[config.mk]
export PLATFORM = sky130hd
export DESIGN_NAME = ps2_key_sequencer_flat
export DESIGN_NICKNAME = d
export VERILOG_FILES = /design/src/rtl/ps2_key_sequencer_if.sv /design/src/rtl/ps2_key_sequencer.sv /design/src/flat_wrapper.sv
export SDC_FILE = /design/constraint.sdc
export NUM_CORES = 1
export LEC_CHECK = 0
export ABC_AREA = 1
export CORE_MARGIN = 5
export CORE_UTILIZATION = 40
export DETAILED_ROUTE_END_ITERATION = 16
export DONT_BUFFER_PORTS = 1
export MAX_ROUTING_LAYER = met4
export SLEW_MARGIN = 20
export SYNTH_ARGS = -nofsm -noshare
export SYNTH_HDL_FRONTEND = slang
export SYNTH_SLANG_ARGS = --single-unit
export TNS_END_PERCENT = 50
[constraint.sdc]
create_clock -name clk -period 2.1 [get_ports clk]
set_input_delay 0.315 -clock clk [delete_from_list [all_inputs] [get_ports clk]]
set_output_delay 0.315 -clock clk [all_outputs]
set_load 0.05 [all_outputs]
[src/rtl/ps2_key_sequencer_if.sv]
// rtl/ps2_key_sequencer_if.sv - PS/2 byte stream, converter and character FIFO signal bundle
interface ps2_key_sequencer_if #(
    parameter int FIFO_DEPTH = 4
);
    localparam int CW = $clog2(FIFO_DEPTH) + 1;

    logic [7:0]    rx_data;
    logic          rx_valid;
    logic [7:0]    sc;
    logic          shift;
    logic          capslock;
    logic [7:0]    ascii;
    logic [7:0]    char_data;
    logic          char_valid;
    logic          char_ready;
    logic          overflow;
    logic [CW-1:0] fifo_count;

    modport slave (
        input  rx_data, rx_valid, ascii, char_ready,
        output sc, shift, capslock, char_data, char_valid, overflow, fifo_count
    );

    modport master (
        output rx_data, rx_valid, ascii, char_ready,
        input  sc, shift, capslock, char_data, char_valid, overflow, fifo_count
    );
endinterface

[src/rtl/ps2_key_sequencer.sv]
// rtl/ps2_key_sequencer.sv - PS/2 scan-code sequencer feeding a small ASCII character FIFO
module ps2_key_sequencer #(
    parameter int FIFO_DEPTH     = 4,
    parameter int PREFIX_TIMEOUT = 1000000
) (
    input logic                  clk,
    input logic                  reset,
    ps2_key_sequencer_if.slave   bus
);
    localparam int AW = $clog2(FIFO_DEPTH);
    localparam int CW = AW + 1;
    localparam int TW = $clog2(PREFIX_TIMEOUT + 1);

    typedef enum logic [2:0] {S_IDLE, S_BRK, S_EXT, S_EXT_BRK, S_LOOKUP} state_t;

    state_t          state_q, state_d;
    logic [7:0]      sc_q, sc_d;
    logic            shl_q, shl_d, shr_q, shr_d;
    logic            caps_q, caps_d, held_q, held_d;
    logic [TW-1:0]   tmo_q, tmo_d;
    logic [AW-1:0]   rd_ptr_q, wr_ptr_q;
    logic [CW-1:0]   count_q, count_d;
    logic            ovf_q;
    logic [7:0]      mem_q [FIFO_DEPTH];

    logic            push, pop, full, accept;
    logic [7:0]      push_data;

    function automatic logic is_ignored(input logic [7:0] b);
        return (b == 8'h00) || (b == 8'hAA) || (b == 8'hFA) || (b == 8'hFE) ||
               (b == 8'hFF) || (b == 8'hE1) || (b == 8'h11) || (b == 8'h14);
    endfunction

    always_comb begin
        state_d   = state_q;
        sc_d      = sc_q;
        shl_d     = shl_q;
        shr_d     = shr_q;
        caps_d    = caps_q;
        held_d    = held_q;
        tmo_d     = '0;
        push      = 1'b0;
        push_data = 8'h00;
        case (state_q)
            S_IDLE: begin
                if (bus.rx_valid) begin
                    if (bus.rx_data == 8'hF0)      state_d = S_BRK;
                    else if (bus.rx_data == 8'hE0) state_d = S_EXT;
                    else if (bus.rx_data == 8'h12) shl_d = 1'b1;
                    else if (bus.rx_data == 8'h59) shr_d = 1'b1;
                    else if (bus.rx_data == 8'h58) begin
                        // Typematic repeats of capslock must not re-toggle
                        if (!held_q) begin
                            caps_d = ~caps_q;
                            held_d = 1'b1;
                        end
                    end else if (bus.rx_data == 8'h5A) begin
                        push      = 1'b1;
                        push_data = 8'h0D;
                    end else if (!is_ignored(bus.rx_data)) begin
                        sc_d    = bus.rx_data;
                        state_d = S_LOOKUP;
                    end
                end
            end
            S_BRK, S_EXT, S_EXT_BRK: begin
                if (bus.rx_valid) begin
                    state_d = S_IDLE;
                    if (state_q == S_BRK) begin
                        if (bus.rx_data == 8'h12) shl_d = 1'b0;
                        if (bus.rx_data == 8'h59) shr_d = 1'b0;
                        if (bus.rx_data == 8'h58) held_d = 1'b0;
                    end else if (state_q == S_EXT) begin
                        if (bus.rx_data == 8'hF0) state_d = S_EXT_BRK;
                        if (bus.rx_data == 8'h71) begin
                            push      = 1'b1;
                            push_data = 8'h7F;
                        end
                    end
                end else if (tmo_q == TW'(PREFIX_TIMEOUT - 1)) begin
                    state_d = S_IDLE;
                end else begin
                    tmo_d = tmo_q + TW'(1);
                end
            end
            S_LOOKUP: begin
                push      = 1'b1;
                push_data = bus.ascii;
                state_d   = S_IDLE;
            end
            default: state_d = S_IDLE;
        endcase
    end

    assign full   = (count_q == CW'(FIFO_DEPTH));
    assign pop    = bus.char_ready && (count_q != '0);
    assign accept = push && (!full || pop);

    always_comb begin
        count_d = count_q;
        if (accept && !pop)      count_d = count_q + CW'(1);
        else if (!accept && pop) count_d = count_q - CW'(1);
    end

    always_ff @(posedge clk) begin
        if (reset) begin
            state_q  <= S_IDLE;
            sc_q     <= 8'h00;
            shl_q    <= 1'b0;
            shr_q    <= 1'b0;
            caps_q   <= 1'b0;
            held_q   <= 1'b0;
            tmo_q    <= '0;
            rd_ptr_q <= '0;
            wr_ptr_q <= '0;
            count_q  <= '0;
            ovf_q    <= 1'b0;
        end else begin
            state_q  <= state_d;
            sc_q     <= sc_d;
            shl_q    <= shl_d;
            shr_q    <= shr_d;
            caps_q   <= caps_d;
            held_q   <= held_d;
            tmo_q    <= tmo_d;
            count_q  <= count_d;
            ovf_q    <= push && full && !pop;
            if (accept) wr_ptr_q <= wr_ptr_q + AW'(1);
            if (pop)    rd_ptr_q <= rd_ptr_q + AW'(1);
        end
    end

    always_ff @(posedge clk) begin
        if (accept) mem_q[wr_ptr_q] <= push_data;
    end

    assign bus.sc         = sc_q;
    assign bus.shift      = shl_q | shr_q;
    assign bus.capslock   = caps_q;
    assign bus.char_valid = (count_q != '0);
    assign bus.char_data  = (count_q != '0) ? mem_q[rd_ptr_q] : 8'h00;
    assign bus.overflow   = ovf_q;
    assign bus.fifo_count = count_q;
endmodule

[src/flat_wrapper.sv]
// flat-port wrapper written by rule: the top's interface ports become plain ports
module ps2_key_sequencer_flat 
#(
    parameter int FIFO_DEPTH     = 4,
    parameter int PREFIX_TIMEOUT = 1000000
)
  (clk, reset, bus_rx_data, bus_rx_valid, bus_ascii, bus_char_ready, bus_sc, bus_shift, bus_capslock, bus_char_data, bus_char_valid, bus_overflow, bus_fifo_count);
  ps2_key_sequencer_if #(.FIFO_DEPTH(FIFO_DEPTH)) bus_i ();
  input logic clk;
  input logic reset;
  input wire logic [$bits(bus_i.rx_data)-1:0] bus_rx_data;
  input wire logic [$bits(bus_i.rx_valid)-1:0] bus_rx_valid;
  input wire logic [$bits(bus_i.ascii)-1:0] bus_ascii;
  input wire logic [$bits(bus_i.char_ready)-1:0] bus_char_ready;
  output wire logic [$bits(bus_i.sc)-1:0] bus_sc;
  output wire logic [$bits(bus_i.shift)-1:0] bus_shift;
  output wire logic [$bits(bus_i.capslock)-1:0] bus_capslock;
  output wire logic [$bits(bus_i.char_data)-1:0] bus_char_data;
  output wire logic [$bits(bus_i.char_valid)-1:0] bus_char_valid;
  output wire logic [$bits(bus_i.overflow)-1:0] bus_overflow;
  output wire logic [$bits(bus_i.fifo_count)-1:0] bus_fifo_count;
  assign bus_i.rx_data = bus_rx_data;
  assign bus_i.rx_valid = bus_rx_valid;
  assign bus_i.ascii = bus_ascii;
  assign bus_i.char_ready = bus_char_ready;
  assign bus_sc = bus_i.sc;
  assign bus_shift = bus_i.shift;
  assign bus_capslock = bus_i.capslock;
  assign bus_char_data = bus_i.char_data;
  assign bus_char_valid = bus_i.char_valid;
  assign bus_overflow = bus_i.overflow;
  assign bus_fifo_count = bus_i.fifo_count;
  ps2_key_sequencer #(.FIFO_DEPTH(FIFO_DEPTH), .PREFIX_TIMEOUT(PREFIX_TIMEOUT)) u_core (.clk(clk), .reset(reset), .bus(bus_i));
endmodule
Yosys cells after proc, flatten, opt, wreduce, memory -nomap -nowiden

Memories as Yosys holds them, arrays and structs flattened. A register that Yosys moved wholly into a read port is not among the register bits.
Index checks and enable logic that the tools add are counted.

Bitwise logic cells: 11
Reduce and logical (&&, ||, !) cells: 30
Muxes and demuxes: 72
$add $sub $neg: 5
Equality and inequality tests: 39

Operators with widths:

| cell                                                                     | number |
|---|---|
| 8-bit two-way mux                                                        | 10 |
| 8-bit equality test (second input constant)                              | 7 |
| 3-bit two-way mux                                                        | 14 |
| 1-bit two-way mux                                                        | 37 |
| 8-bit by 7-bit equality test with 1-bit output (second input constant)   | 4 |
| 8-bit by 5-bit equality test with 1-bit output (second input constant)   | 3 |
| 8-bit case mux with 3 select lines                                       | 1 |
| 20-bit by 1-bit adder with 20-bit output (second input constant)         | 1 |
| 20-bit equality test (second input constant)                             | 1 |
| 4-bit by 2-bit inequality test with 1-bit output (second input constant) | 5 |
| 9-bit AND reduction                                                      | 2 |
| 8-bit AND reduction                                                      | 2 |
| 2-bit by 1-bit inequality test with 1-bit output (second input constant) | 7 |
| 2-bit inequality test (second input constant)                            | 6 |
| 1-bit inverter                                                           | 10 |
| 10-bit AND reduction                                                     | 1 |
| 8-bit logical NOT                                                        | 1 |
| 1-bit logical OR                                                         | 8 |
| 7-bit two-way mux                                                        | 1 |
| 7-bit AND reduction                                                      | 1 |
| 3-bit by 2-bit equality test with 1-bit output (second input constant)   | 2 |
| 3-bit equality test (second input constant)                              | 2 |
| 1-bit logical AND                                                        | 6 |
| 2-bit two-way mux                                                        | 3 |
| other kinds (16)                                                         | 22 |

Output and inout port bits: 23
Logic and storage cells: 169
Memory bits (writable): 32
Memories kept: 1
Input bits: 20
Flip-flop bits (word level): 43

Memories:

| name         | words | width | rd ports | clocked after Yosys merged registers in | write ports | RTL line                | text |
|---|---|---|---|---|---|---|---|
| u_core.mem_q | 4     | 8     | 1        | 1                                       | 1           | ps2_key_sequencer.sv:24 | `logic [7:0] mem_q [FIFO_DEPTH];` |

Logic depth before layout (Yosys ltp)

Depth after elaboration: 17
Gate-level depth with buffers: 16
Depth with buffers taken out: 16

Least setup slack after synthesis

No wires, ideal clock.

Kind: reg-to-reg
Start: reg u_core.count_q[0] (netlist: u_core.bus.fifo_count[0])
End: reg u_core.count_q[1] (netlist: u_core.bus.fifo_count[1])
Path slack: -668 ps
Arrival: 2652 ps
Data required time: 1984 ps
Clock period less this slack: 2768 ps
Cell stages (with the launch flop): 11
Cell sequence: dfxtp_1 > nor2_1 > nand2_1 > clkinv_1 > nor2_1 > inv_1 > ha_1 > inv_1 > fa_1 > o21ai_0 > nor2_1

RTL lines:

| element                     | RTL line                 | text |
|---|---|---|
| from (decl)                 | ps2_key_sequencer.sv:22  | `logic [CW-1:0] count_q, count_d;` |
| from (signal assigned)      | ps2_key_sequencer.sv:126 | `count_q <= count_d;` |
| 3-bit nonzero test *        | n/a                      |  |
| named net bus_char_valid    | flat_wrapper.sv:19       | `output wire logic [$bits(bus_i.char_valid)-1:0] bus_char_valid;` |
| 1-bit logical AND *         | ps2_key_sequencer.sv:96  | `assign pop = bus.char_ready && (count_q != '0);` |
| 1-bit logical OR            | ps2_key_sequencer.sv:97  | `assign accept = push && (!full \|\| pop);` |
| 1-bit logical AND           | ps2_key_sequencer.sv:97  |  |
| 1-bit logical AND *         | ps2_key_sequencer.sv:101 | `if (accept && !pop) count_d = count_q + CW'(1);` |
| 3-bit two-way mux *         | ps2_key_sequencer.sv:101 |  |
| named net u_core.count_d[1] | ps2_key_sequencer.sv:22  |  |

The timed path passes the listed nets; every way through them passes the cells marked *. The select of a mux whose other input is x is not followed.
A chain may end at the register's enable or synchronous reset.

Worst setup path after layout

Start: reg u_core.state_q[1]
End: reg u_core.count_q[2] (netlist: u_core.bus.fifo_count[2])

Cells in the longest elaborated chain, start to end: 9

RTL lines:

| element                                        | RTL line                                         | text |
|---|---|---|
| from (decl)                                    | ps2_key_sequencer.sv:16                          | `state_t state_q, state_d;` |
| from (signal assigned)                         | ps2_key_sequencer.sv:119                         | `state_q <= state_d;` |
| 3-bit by 2-bit equality test with 1-bit output | ps2_key_sequencer.sv:44, ps2_key_sequencer.sv:73 |  |
| 1-bit two-way mux                              | ps2_key_sequencer.sv:73                          | `end else if (state_q == S_EXT) begin` |
| 1-bit two-way mux                              | ps2_key_sequencer.sv:69                          | `if (state_q == S_BRK) begin` |
| 1-bit two-way mux                              | ps2_key_sequencer.sv:67                          | `if (bus.rx_valid) begin` |
| 1-bit case mux with 3 select lines *           | ps2_key_sequencer.sv:44                          | `case (state_q)` |
| 1-bit logical AND *                            | ps2_key_sequencer.sv:97                          |  |
| named net u_core.accept                        | ps2_key_sequencer.sv:26                          | `logic push, pop, full, accept;` |
| 1-bit logical NOT                              | ps2_key_sequencer.sv:102                         | `else if (!accept && pop) count_d = count_q - CW'(1);` |
| 1-bit logical AND                              | ps2_key_sequencer.sv:102                         |  |
| 2-bit nonzero test (no source line)            | n/a                                              |  |

The timed path passes the listed nets; every way through them passes the cells marked *.

==> run summary <==
The relative max-transition margin is 63.08%. The insertion delay of the later-clocked pin in the worst-skew pair is 0.35 ns. The number of clock buffers inserted by TritonCTS came out at 9. In this run, synthesis inferred 32 flip-flops with an integrated enable.

The run finished with clean final reports. The register clock-pin slew on the reported worst setup and hold paths came out at 0.08 ns. Data on the critical path is required at its endpoint by 2.34 ns. The synthesized instance count is 497. The ratio of final minimum period to clock period came out at 97.13%. Setup repair after global routing could not meet its margin everywhere. The mean cell area of the mapped netlist is 7.613 um^2.

The total power per unit cell area is 1046 nW/um^2. The number of distinct standard cells referenced by the synthesized netlist came out at 31. Pin placement for this block handled 43 I/O pins.

The number of antenna repair diodes is 0. The floorplan die area is 11500 um^2. The largest net degree at the start of global routing is 21. For this block, the via count after detailed routing is 3205. In this run the biggest area consumer among cell types represents 25.40% of the synthesized area. The sum of routed wire length over all layers came out at 8386 um. The number of nets in the synthesized netlist is 524.

The hold path depth came out at 1. The share of power burned in the clock network came out at 23.7%. The total area of multi-input combinational cells is 1727 um^2. Among all flip-flop cells after synthesis, the most frequent one is sky130_fd_sc_hd__dfxtp_1.

Sequential elements use 49.21% of the synthesized area. STA classifies the critical path startpoint as a register. The worst-path maximum fanout came out at 4. The via count of the first global-routing pass is 3028.

The sequential power share is 40.2%. The worst vdd rail ir drop is 0.0004140 V. For the pin with the worst max-slew slack, the measured transition is 0.5530 ns.

The count of final max-slew check failures is 0. The proportion of synthesized flip-flops having asynchronous set or reset came out at 0%. The die boundary width is 107.3 um. The static leakage came out at 1.879 nW. Yosys attributes the largest share of cell area to sky130_fd_sc_hd__edfxtp_1 (25%), sky130_fd_sc_hd__dfxtp_1 (24%), sky130_fd_sc_hd__nor2_1 (11%), sky130_fd_sc_hd__nand2_1 (8.6%), sky130_fd_sc_hd__inv_1 (5.8%). Setup violations remaining at the end of the flow were counted as 0. CTS built an H-tree with a depth of 3.

The wire-length estimate of the detail-placed layout is 6109 um. For this configuration, the core starts out at a cell density of 40.95%. The Yosys step of the flow raised 0 warnings.

The count of unresolved DRC violations after routing is 0. The routability-driven placement congestion ratio came out at 0.8215. The number of nets in the final layout is 572. The clock sink count came out at 77.

The final clock skew is 0.01389 ns. The register bit total from synthesis came out at 77. The filler cells instantiated in the layout total 907. In this run the power spent charging and discharging nets is 1.907 mW.

From synthesis to final layout, the design area changed by 20.90%. Prior to clock tree synthesis, the placed netlist has a worst setup slack of -0.1888 ns. The internal portion of the total power is 2.879 mW. The setup path with the least slack is of type register to register. The total core area is 9240 um^2.

TritonCTS built the clock tree. The number of buffer and inverter stages on the critical path came out at 5. The critical path runs through a total of 15 cells. On the critical path the largest part of the delay comes from adder cells. Traced cell by cell, the critical path runs through nor2_4 -> inv_2 -> buf_12 -> nor2_4 -> inv_2 -> nand2_2 -> nand2_2 -> inv_4 -> ha_4 -> inv_4 -> fa_2 -> a21oi_2 -> o21ai_2 -> o21ai_1 -> a21oi_1. Subtracting the final worst setup slack from the clock period gives 2.040 ns. The number of buffer cells added on primary ports is 0. The maximum clock path buffer count is 2. The row count is 35. The average detailed-routed wire length per instance is 12.35 um. The count of final hold-check violations is 0. The global-route usage over all layers is 15.77%. The overall die height came out at 107.3 um.

The highest clock rate came out at 490.3 MHz. Data on the critical path arrives at its endpoint at 2.28 ns. Across the whole layout, storage elements account for 1883 um^2. The global-route wire length before repair came out at 13980 um.

sky130_fd_sc_hd__nor2_1 is the most common cell in the netlist. The number of nets with antenna violations after detailed routing came out at 0. The cell count of the worst reg-to-reg path came out at 15. The switching share of power came out at 39.85%.

The first-iteration detailed-routing DRC count came out at 142. The cell taking the most area after synthesis is sky130_fd_sc_hd__edfxtp_1. The commonest cells after synthesis are sky130_fd_sc_hd__nor2_1 (115), sky130_fd_sc_hd__nand2_1 (87), sky130_fd_sc_hd__inv_1 (58). The finished layout holds 679 standard cells, fillers aside. The first-pass iteration count of the detailed router is 4.

In the routed layout, each cell is associated on average with a via count of 4.720. The number of max-capacitance violations reported came out at 0. CTS placed an instance of sky130_fd_sc_hd__clkbuf_8 at the clock tree root. The largest incremental delay on the critical path came out at 0.37 ns. The fraction of final layout cells with drive strength greater than 1 came out at 18.36%. The final cell utilization of the core is 49.51%. The remaining global-route overflow is 0. The number of antenna violations at the first check in global routing was 0. The total power is 4.785 mW.

Combinational logic is responsible for 36.1% of the overall power. Across all setup checks in the final design, the least slack found is 0.06025 ns. The critical-path cell with the highest stage delay is sky130_fd_sc_hd__dfxtp_4. The synthesized cell area came out at 3784 um^2. The worst setup path is captured at a register. The path class of the tightest hold or removal check is input port to register. Once placement completed, the tool counted placed cells totaling 658.
==> state kept, by name, indices dropped and copies added, names as in the netlist, named ones only <==
signal / flops
u_core.shr_q: 1
u_core.tmo_q: 20
u_core.bus.fifo_count: 3
u_core.bus.capslock: 1
u_core.held_q: 1
u_core.wr_ptr_q: 2
u_core.bus.sc: 8
u_core.mem_q: 32
u_core.state_q: 3
u_core.rd_ptr_q: 2
u_core.shl_q: 1
u_core.bus.overflow: 1
==> per-layer routing <==
layer	part of all wire, %	track usage (%)	vias up
met5	0	-	-
met4	1.4	6.210	0
met3	3.6	3.299	11
met2	49	26.14	41
met1	46	18.84	1452
li1	-	-	1701
==> cells by family after synthesis <==
| family | synth area share (%) |
|---|---|
| AOI/OAI and AO/OA | 8.598 |
| xor gates and xnor gates | 1.852 |
| adders and majority gates | 2.513 |
| buffers and inverters | 7.308 |
| DFF | 49.21 |
| and+or+nand+nor | 30.52 |
==> power groups by stage <==
stage | clock network, mW | registers [mW] | logic [mW]
floorplan | 0 | 1.99 | 1.08
global placement | 0 | 1.94 | 1.60
detailed placement | 0 | 1.95 | 1.62
CTS | 1.15 | 1.92 | 1.71
global route | 1.24 | 1.94 | 1.89
finish | 1.13 | 1.92 | 1.73
==> path summary, 6_finish.rpt <==
path | from | to | slack (ns)
worst max-delay path | u_core.state_q[1] | u_core.bus.fifo_count[2] | 0.06
worst min-delay path | reset | u_core.shl_q | 0.02
worst max register to register | u_core.state_q[1] | u_core.bus.fifo_count[2] | 0.06
worst min register to register | u_core.tmo_q[0] | u_core.tmo_q[0] | 0.45
==> layout by cell type (no fill, tap or decap), drive strengths merged, types with 6 or more instances in the layout <==
cell | synthesis | final
a21oi | 33 | 33
buf | 3 | 46
clkbuf | 7 | 9
dfxtp | 45 | 45
edfxtp | 32 | 32
ha | 6 | 6
inv | 60 | 60
nand2 | 89 | 89
nand3 | 36 | 36
nor2 | 119 | 119
nor3 | 11 | 11
o21ai | 29 | 29
xor2 | 7 | 7
==> cell type report <==
cell class	count	share of cell area [%]
Clock buffer	9	2.708
Tap cell	129	3.528
Inverter	61	5.197
Clock inverter	7	1.614
Sequential cell	77	41.17
Multi-Input combinational cell	349	37.75
Timing Repair Buffer	47	8.042
==> through the flow <==
| step | cell area, um^2 | hold WS [ns] | TNS (ns) |
|---|---|---|---|
| floorplan | 3825 | 0.3794 | -0.09732 |
| global placement | 4254 | 0.3824 | -0.1109 |
| detailed placement | 4254 | 0.3832 | -0.1888 |
| CTS | 4527 | 0.003619 | 0 |
| global route | 4574 | 0.01099 | -0.06523 |
| finish | 4574 | 0.01869 | 0 |
==> timing repair <==
item | CTS | global route
pin swaps | 9 | 6
cloned | 0 | 0
setup endpoints to repair | 1 | 10
endpoints found under the hold margin | 0 | 1
hold buffers | 0 | 1
resized for setup | 14 | 11
buffers inserted | 3 | 1
(Power assumes the default switching activity.)
